<file path="config.mk">
export PLATFORM = sky130hd
export DESIGN_NAME = r_ifetch
export DESIGN_NICKNAME = d
export VERILOG_FILES = /design/src/rtl/r_ifetch.sv
export SDC_FILE = /design/constraint.sdc
export NUM_CORES = 1
export LEC_CHECK = 0
export CORE_ASPECT_RATIO = 1.25
export CORE_MARGIN = 5
export CORE_UTILIZATION = 30
export CTS_BUF_LIST = sky130_fd_sc_hd__clkbuf_8
export CTS_CLUSTER_DIAMETER = 100
export DETAILED_ROUTE_END_ITERATION = 7
export GPL_TIMING_DRIVEN = 0
export PLACE_DENSITY = 0.62
export SLEW_MARGIN = 20
export SYNTH_ARGS = -nofsm -noshare
export SYNTH_HDL_FRONTEND = slang
export SYNTH_SLANG_ARGS = --single-unit
</file>
<file path="constraint.sdc">
create_clock -name clk -period 1.46 [get_ports clk]
set_clock_uncertainty 0.15 [all_clocks]
set_input_delay 0.292 -clock clk [delete_from_list [all_inputs] [get_ports clk]]
set_output_delay 0.292 -clock clk [all_outputs]
set_load 0.1 [all_outputs]
</file>
<file path="src/rtl/r_ifetch.sv">
// Instruction fetch stage: PC, one-cycle synchronous IMEM read, instruction register
// presented to the execute stage under valid/ready. A HALT word stops fetching until reset.
module r_ifetch #(
    parameter int          ADDR_W    = 6,
    parameter logic [31:0] HALT_WORD = 32'hFFFF_FFFF,
    parameter int          CNT_W     = 16
) (
    input  logic              clk,
    input  logic              rst,
    output logic              imem_en,
    output logic [ADDR_W-1:0] imem_addr,
    input  logic [31:0]       imem_data,
    input  logic              instr_ready,
    output logic              instr_valid,
    output logic [31:0]       instr,
    output logic [5:0]        OP,
    output logic [4:0]        rs,
    output logic [4:0]        rt,
    output logic [4:0]        rd,
    output logic [5:0]        func,
    output logic [ADDR_W+1:0] pc,
    output logic              halted,
    output logic [CNT_W-1:0]  retired
);

    typedef enum logic [1:0] {
        S_ISSUE,
        S_WAIT,
        S_VALID,
        S_HALT
    } state_t;

    state_t              state_q, state_d;
    logic [ADDR_W+1:0]   pc_q, pc_d;
    logic [31:0]         instr_q, instr_d;
    logic                valid_q, valid_d;
    logic                halted_q, halted_d;
    logic [CNT_W-1:0]    retired_q, retired_d;

    always_ff @(posedge clk) begin
        if (rst) begin
            state_q   <= S_ISSUE;
            pc_q      <= '0;
            instr_q   <= '0;
            valid_q   <= 1'b0;
            halted_q  <= 1'b0;
            retired_q <= '0;
        end else begin
            state_q   <= state_d;
            pc_q      <= pc_d;
            instr_q   <= instr_d;
            valid_q   <= valid_d;
            halted_q  <= halted_d;
            retired_q <= retired_d;
        end
    end

    always_comb begin
        state_d   = state_q;
        pc_d      = pc_q;
        instr_d   = instr_q;
        valid_d   = valid_q;
        halted_d  = halted_q;
        retired_d = retired_q;
        imem_en   = 1'b0;
        case (state_q)
            S_ISSUE: begin
                imem_en = 1'b1;
                state_d = S_WAIT;
            end
            S_WAIT: begin
                instr_d = imem_data;
                if (imem_data == HALT_WORD) begin
                    state_d  = S_HALT;
                    halted_d = 1'b1;
                end else begin
                    state_d = S_VALID;
                    valid_d = 1'b1;
                end
            end
            S_VALID: begin
                // ready is only honoured here, so an early ready can never skip a word
                if (instr_ready) begin
                    valid_d   = 1'b0;
                    retired_d = retired_q + CNT_W'(1);
                    pc_d      = pc_q + (ADDR_W+2)'(4);
                    state_d   = S_ISSUE;
                end
            end
            S_HALT: begin
                state_d = S_HALT;
            end
            default: begin
                state_d = S_ISSUE;
            end
        endcase
    end

    assign imem_addr   = pc_q[ADDR_W+1:2];
    assign instr_valid = valid_q;
    assign instr       = instr_q;
    assign OP          = instr_q[31:26];
    assign rs          = instr_q[25:21];
    assign rt          = instr_q[20:16];
    assign rd          = instr_q[15:11];
    assign func        = instr_q[5:0];
    assign pc          = pc_q;
    assign halted      = halted_q;
    assign retired     = retired_q;

endmodule
</file>
# After elaboration in Yosys (flattened, before gate mapping)
# Cells that the tools add are included.
dict set report totals {
  memories 0
  reg_bits 60
  rom_bits 0
  latch_bits 0
  elab_cells 26
  in_bits 35
  mem_bits_rw 0
}
dict set report op_classes {
  n_div 0
  n_lt_le_gt_ge 0
  n_eq_ne 6
  add_sub_neg 2
  n_shift 0
  mux 7
  bitwise_logic 0
  mul 0
  n_reduce_logical 5
}
# operator n
set op_table {}
lappend op_table {{equality test 32 bit (second input constant)} 1}
lappend op_table {{adder 16 x 1 -> 16 bit (second input constant)} 1}
lappend op_table {{adder 8 x 3 -> 8 bit (second input constant)} 1}
lappend op_table {{one-hot mux 2 bit (4 select lines)} 1}
lappend op_table {{equality test 2 bit (second input constant)} 2}
lappend op_table {{two-way mux 1 bit} 4}
lappend op_table {{inequality test 2 bit (second input constant)} 2}
lappend op_table {{AND reduction 2 bit} 2}
lappend op_table {{AND reduction 3 bit} 1}
lappend op_table {{equality test 2 x 1 -> 1 bit (second input constant)} 1}
lappend op_table {{logical NOT 2 bit} 1}
lappend op_table {{two-way mux 2 bit} 1}
lappend op_table {{one-hot mux 1 bit (2 select lines)} 1}
lappend op_table {{nonzero test 2 bit} 1}

# Longest topological paths before layout
# Gate-level depths: netlist (run 1).
dict set report logic_depth {
  word_depth 3
  mapped_depth 6
}

# Worst setup path after synthesis (run 1)
# No wires, ideal clock.
dict set report synth_timing {
  path_type {register -> register}
  from {reg retired_q[3] (netlist: retired[3])}
  to {reg retired_q[13] (netlist: retired[13])}
  path_slack_ps -810
  required_ps 1189
  arrival_time_ps 1999
  stages_incl_launch_ff 5
  synth_period_minus_slack_ps 2270
  path_cell_list {dfxtp_1 -> and4_4 -> nand4_2 -> nor2_1 -> mux2_2}
}
dict set report synth_via {
  elab_chain_len 1
}
# element line
set synth_lines {}
lappend synth_lines {{start: declaration} 38} ;# logic [CNT_W-1:0] retired_q, retired_d;
lappend synth_lines {{start signal: assignment} 54} ;# retired_q <= retired_d;
lappend synth_lines {{adder 16 x 1 -> 16 bit} 85} ;# retired_d = retired_q + CNT_W'(1);
# Every way passes these cells.
# A chain may end at the register's enable or synchronous reset.

# Worst setup path in the final report (run 1)
dict set report layout_timing {
  from {reg state_q[0]}
  to {reg retired_q[14] (netlist: retired[14])}
}
dict set report layout_via {
  elab_chain_len 2
}
# element line
set layout_lines {}
lappend layout_lines {{start: declaration} 33} ;# state_t state_q, state_d;
lappend layout_lines {{start signal: assignment} 49} ;# state_q <= state_d;
lappend layout_lines {{equality test 2 bit} 66} ;# case (state_q)
lappend layout_lines {{AND reduction 2 bit (no line)} --}
# Every way passes these cells.

==> flow_summary.yaml, run 1 <==
drt:
  num_vias: 2567
  viasPerCell: 4.63
  wl_met2_mm: 4.16
  first_iter_violations: 37
  firstDrtPassIters: 4
  wl_per_cell_microns: 14.3
  dr_wl_met3_microns: 534
  maxUsedRoutingLayer: "met4"
  wl_mm: 7.96
  ant_nets: 0
  wl_met1_mm: 3.12
  route.detailed.drc: 0
timing:
  timing.setup.tns_ps: -211
  rsz0062_at_grt: "yes"
  worst_hold_slack_ps: 105
  finalMaxSlewViolations: 0
  setup_viol: 6
  fin_ws_ps: -45.1
  hold_violations: 0
  period_share_pct: 103
  period_minus_slack_ps: 1510
  timing.fmax_mhz: 664
place:
  dpl.hpwl_mm: 5.99
  port_buffers: 124
  preCtsSetupSlack_ps: -716
  gp_congestion: 0.776
layout:
  layout.nets: 490
  layout-drive-gt1-share_pct: 50.9
  post-route-util_pct: 55.8
  layout-area-overhead-vs-synth_pct: 80.6
  nFillCells: 766
  antenna_cells: 0
yosys:
  yosys_warnings: 0
  synth_area_leaders: "dfxtp_1 (46%), nand2_1 (11%), buf_4 (10%)"
  synth_area_leader_cell: "dfxtp_1"
  syn-cell-area_sq_um: 2540
  seq_area_frac_synth_pct: 45.6
  yosysUniqueCellTypes: 32
  syn_area_per_cell_sq_um: 8.18
  yosysTopAreaCellShare_pct: 45.6
  netlist_instances: 311
  ys_ff_latch: 58
grt:
  overflow: 0
  grt_pass1_wl_mm: 12.4
  grt_max_degree: 11
  grt_pass1_vias: 2499
  track_usage_pct: 14.8
  grt_antenna_before_repair: 0
floorplan:
  initial_core_util_pct: 30.9
  dieWidth_microns: 92.4
  dieArea_sq_um: 10400
  die_h_microns: 113
  io_pins: 127
  rows: 37
  coreArea_sq_um: 8240
worst_hold_path:
  hp-class: "input port to flop"
pwr:
  p_seq_share_pct: 32.8
  p_leak_nw: 2.07
  p_sw_share_pct: 39.4
  powerDensity_nw_per_um2: 1120
  ir_drop_mv: 0.443
  power.switching_w: 0.00203
  power_frac_comb_pct: 35.4
  p_int_w: 0.00312
  p_total_w: 0.00516
  power_frac_clock_pct: 31.8
critical_path:
  cp.arrival_ps: 1630
  critPathSlowestCell: "dfxtp_4"
  path_cells: "and4b_2, nand4_4, or3_4, a21oi_2"
  slowest_delay_ps: 360
  start_kind: "flop"
  critPathKind: "flop to flop"
  endpoint_kind: "flop"
  crit_fanout: 5
  cp.required_ps: 1580
clocking:
  clk_path_buf_depth: 2
  cts.sinks: 58
  root_buffer: "clkbuf_8"
  cts_tree: "done"
  clock_latency_ps: 330
  path_clk_slew_ps: 70
  h-tree-depth: 3
  numCtsBuffers: 9
outcome:
  violations: "setup timing"
  status: "complete, but fails checks"
flow_run:
  maxCapViolCount: 0
-- path summary, 6_finish.rpt --
| kind | startpoint | endpoint | slack (ps) | depth (start not counted) |
|---|---|---|---|---|
| setup / recovery | state_q[0] | retired[14] | -50 | 4 |
| hold / removal | imem_data[10] | instr[10] | 110 | 3 |
| setup reg to reg | state_q[0] | retired[14] | -50 | 4 |
| hold reg to reg | instr[8] | instr[8] | 310 | 2 |
-- power by group through the flow --
| stage | clock, W | sequential, W | combinational (W) |
|---|---|---|---|
| after CTS | 0.00168 | 0.00170 | 0.00178 |
| after detailed placement | 0 | 0.00173 | 0.00174 |
| final | 0.00164 | 0.00169 | 0.00183 |
| after global routing | 0.00174 | 0.00171 | 0.00189 |
| after floorplan | 0 | 0.00226 | 0.000765 |
| after global placement | 0 | 0.00173 | 0.00173 |
-- state kept, by name (all words and copies together), names as in the netlist --
name         flops
instr           32
retired         16
pc               6
state_q          2
halted           1
instr_valid      1
-- per-stage QoR --
| step | instance area (sq um) | instances |
|---|---|---|
| floorplan | 2750 | 312 |
| global placement | 4120 | 533 |
| detailed placement | 4120 | 533 |
| CTS | 4390 | 551 |
| global route | 4600 | 555 |
| finish | 4600 | 555 |
-- cells in the final DEF, fill, tap and decap left out, drive strengths merged, types with 6 or more instances in the layout --
| cell | count |
|---|---|
| buf | 140 |
| nand2 | 73 |
| xor2 | 10 |
| clkbuf | 17 |
| dfxtp | 58 |
| a21oi | 39 |
| dlygate4sd2 | 25 |
| nand4 | 14 |
| nand3 | 6 |
| nor2 | 20 |
-- cell families after synthesis --
family,Yosys count,share of synthesized area (%)
AOI/OAI and AO/OA,47,9.69
muxes,3,1.23
and+or+nand+nor,133,24.6
other,1,0.147
buffers and inverters,54,13.2
adders and majority gates,2,0.983
DFF,58,45.6
xor gates and xnor gates,13,4.47
-- layer usage --
| layer | up-vias | track usage (%) |
|---|---|---|
| met5 | - | 0 |
| met1 | 1183 | 16.3 |
| li1 | 1287 | - |
| met4 | 0 | 5.65 |
| met3 | 13 | 3.86 |
| met2 | 84 | 27.1 |
-- Yosys cell counts --
master	n
nor2b_1	2
mux2i_1	2
nand2_1	73
a21oi_1	39
o2bb2ai_1	1
and3_1	5
nand4_1	12
ha_1	2
dfxtp_1	58
o21ai_0	5
and2b_1	1
buf_2	2
clkbuf_1	14
conb_1	1
or2_2	1
a32o_1	1
or3_1	5
and4_4	1
a211oi_1	1
inv_1	3
and4b_2	1
nor2_1	20
buf_4	35
nand4_4	1
nand4_2	1
nand3_1	6
xnor2_1	3
nand2b_1	1
and3b_1	1
mux2_2	1
xor2_1	10
nor4_1	2
-- critical path: cells and delay by family, from the launching register on --
| family | cells | cell delay, ps |
|---|---|---|
| AOI/OAI and AO/OA | 1 | 110 |
| DFF | 1 | 360 |
| and+or+nand+nor | 3 | 830 |
-- repair_timing --
item	in CTS	in global routing
cloned	0	0
hold buffers	0	0
pin swaps	17	5
buffers inserted	4	4
endpoints found under the hold margin	0	0
endpoints found under the setup margin	144	69
resized for setup	646	55
-- area by class of cell --
| type | count | area [sq um] | share of cell area [%] |
|---|---|---|---|
| clock buffers | 10 | 138 | 2.99 |
| flip-flops and latches | 58 | 1340 | 29.2 |
| clock inverters | 6 | 81.3 | 1.77 |
| multi-input cells | 200 | 1150 | 25.1 |
| repair buffers | 132 | 1390 | 30.1 |
| well taps | 97 | 121 | 2.64 |
| plain buffers | 49 | 364 | 7.92 |
| inverters | 3 | 11.3 | 0.245 |
(Power assumes the default switching activity.)
==> run 2, diff against run 1 <==
--- a/config.mk
+++ b/config.mk
@@ -5,6 +5,7 @@
 export SDC_FILE = /design/constraint.sdc
 export NUM_CORES = 1
 export LEC_CHECK = 0
+export CAP_MARGIN = 10
 export CORE_ASPECT_RATIO = 1.25
 export CORE_MARGIN = 5
 export CORE_UTILIZATION = 30
==> results of run 2 <==
No change in the layout: final DEF, timing and power equal those of run 1.
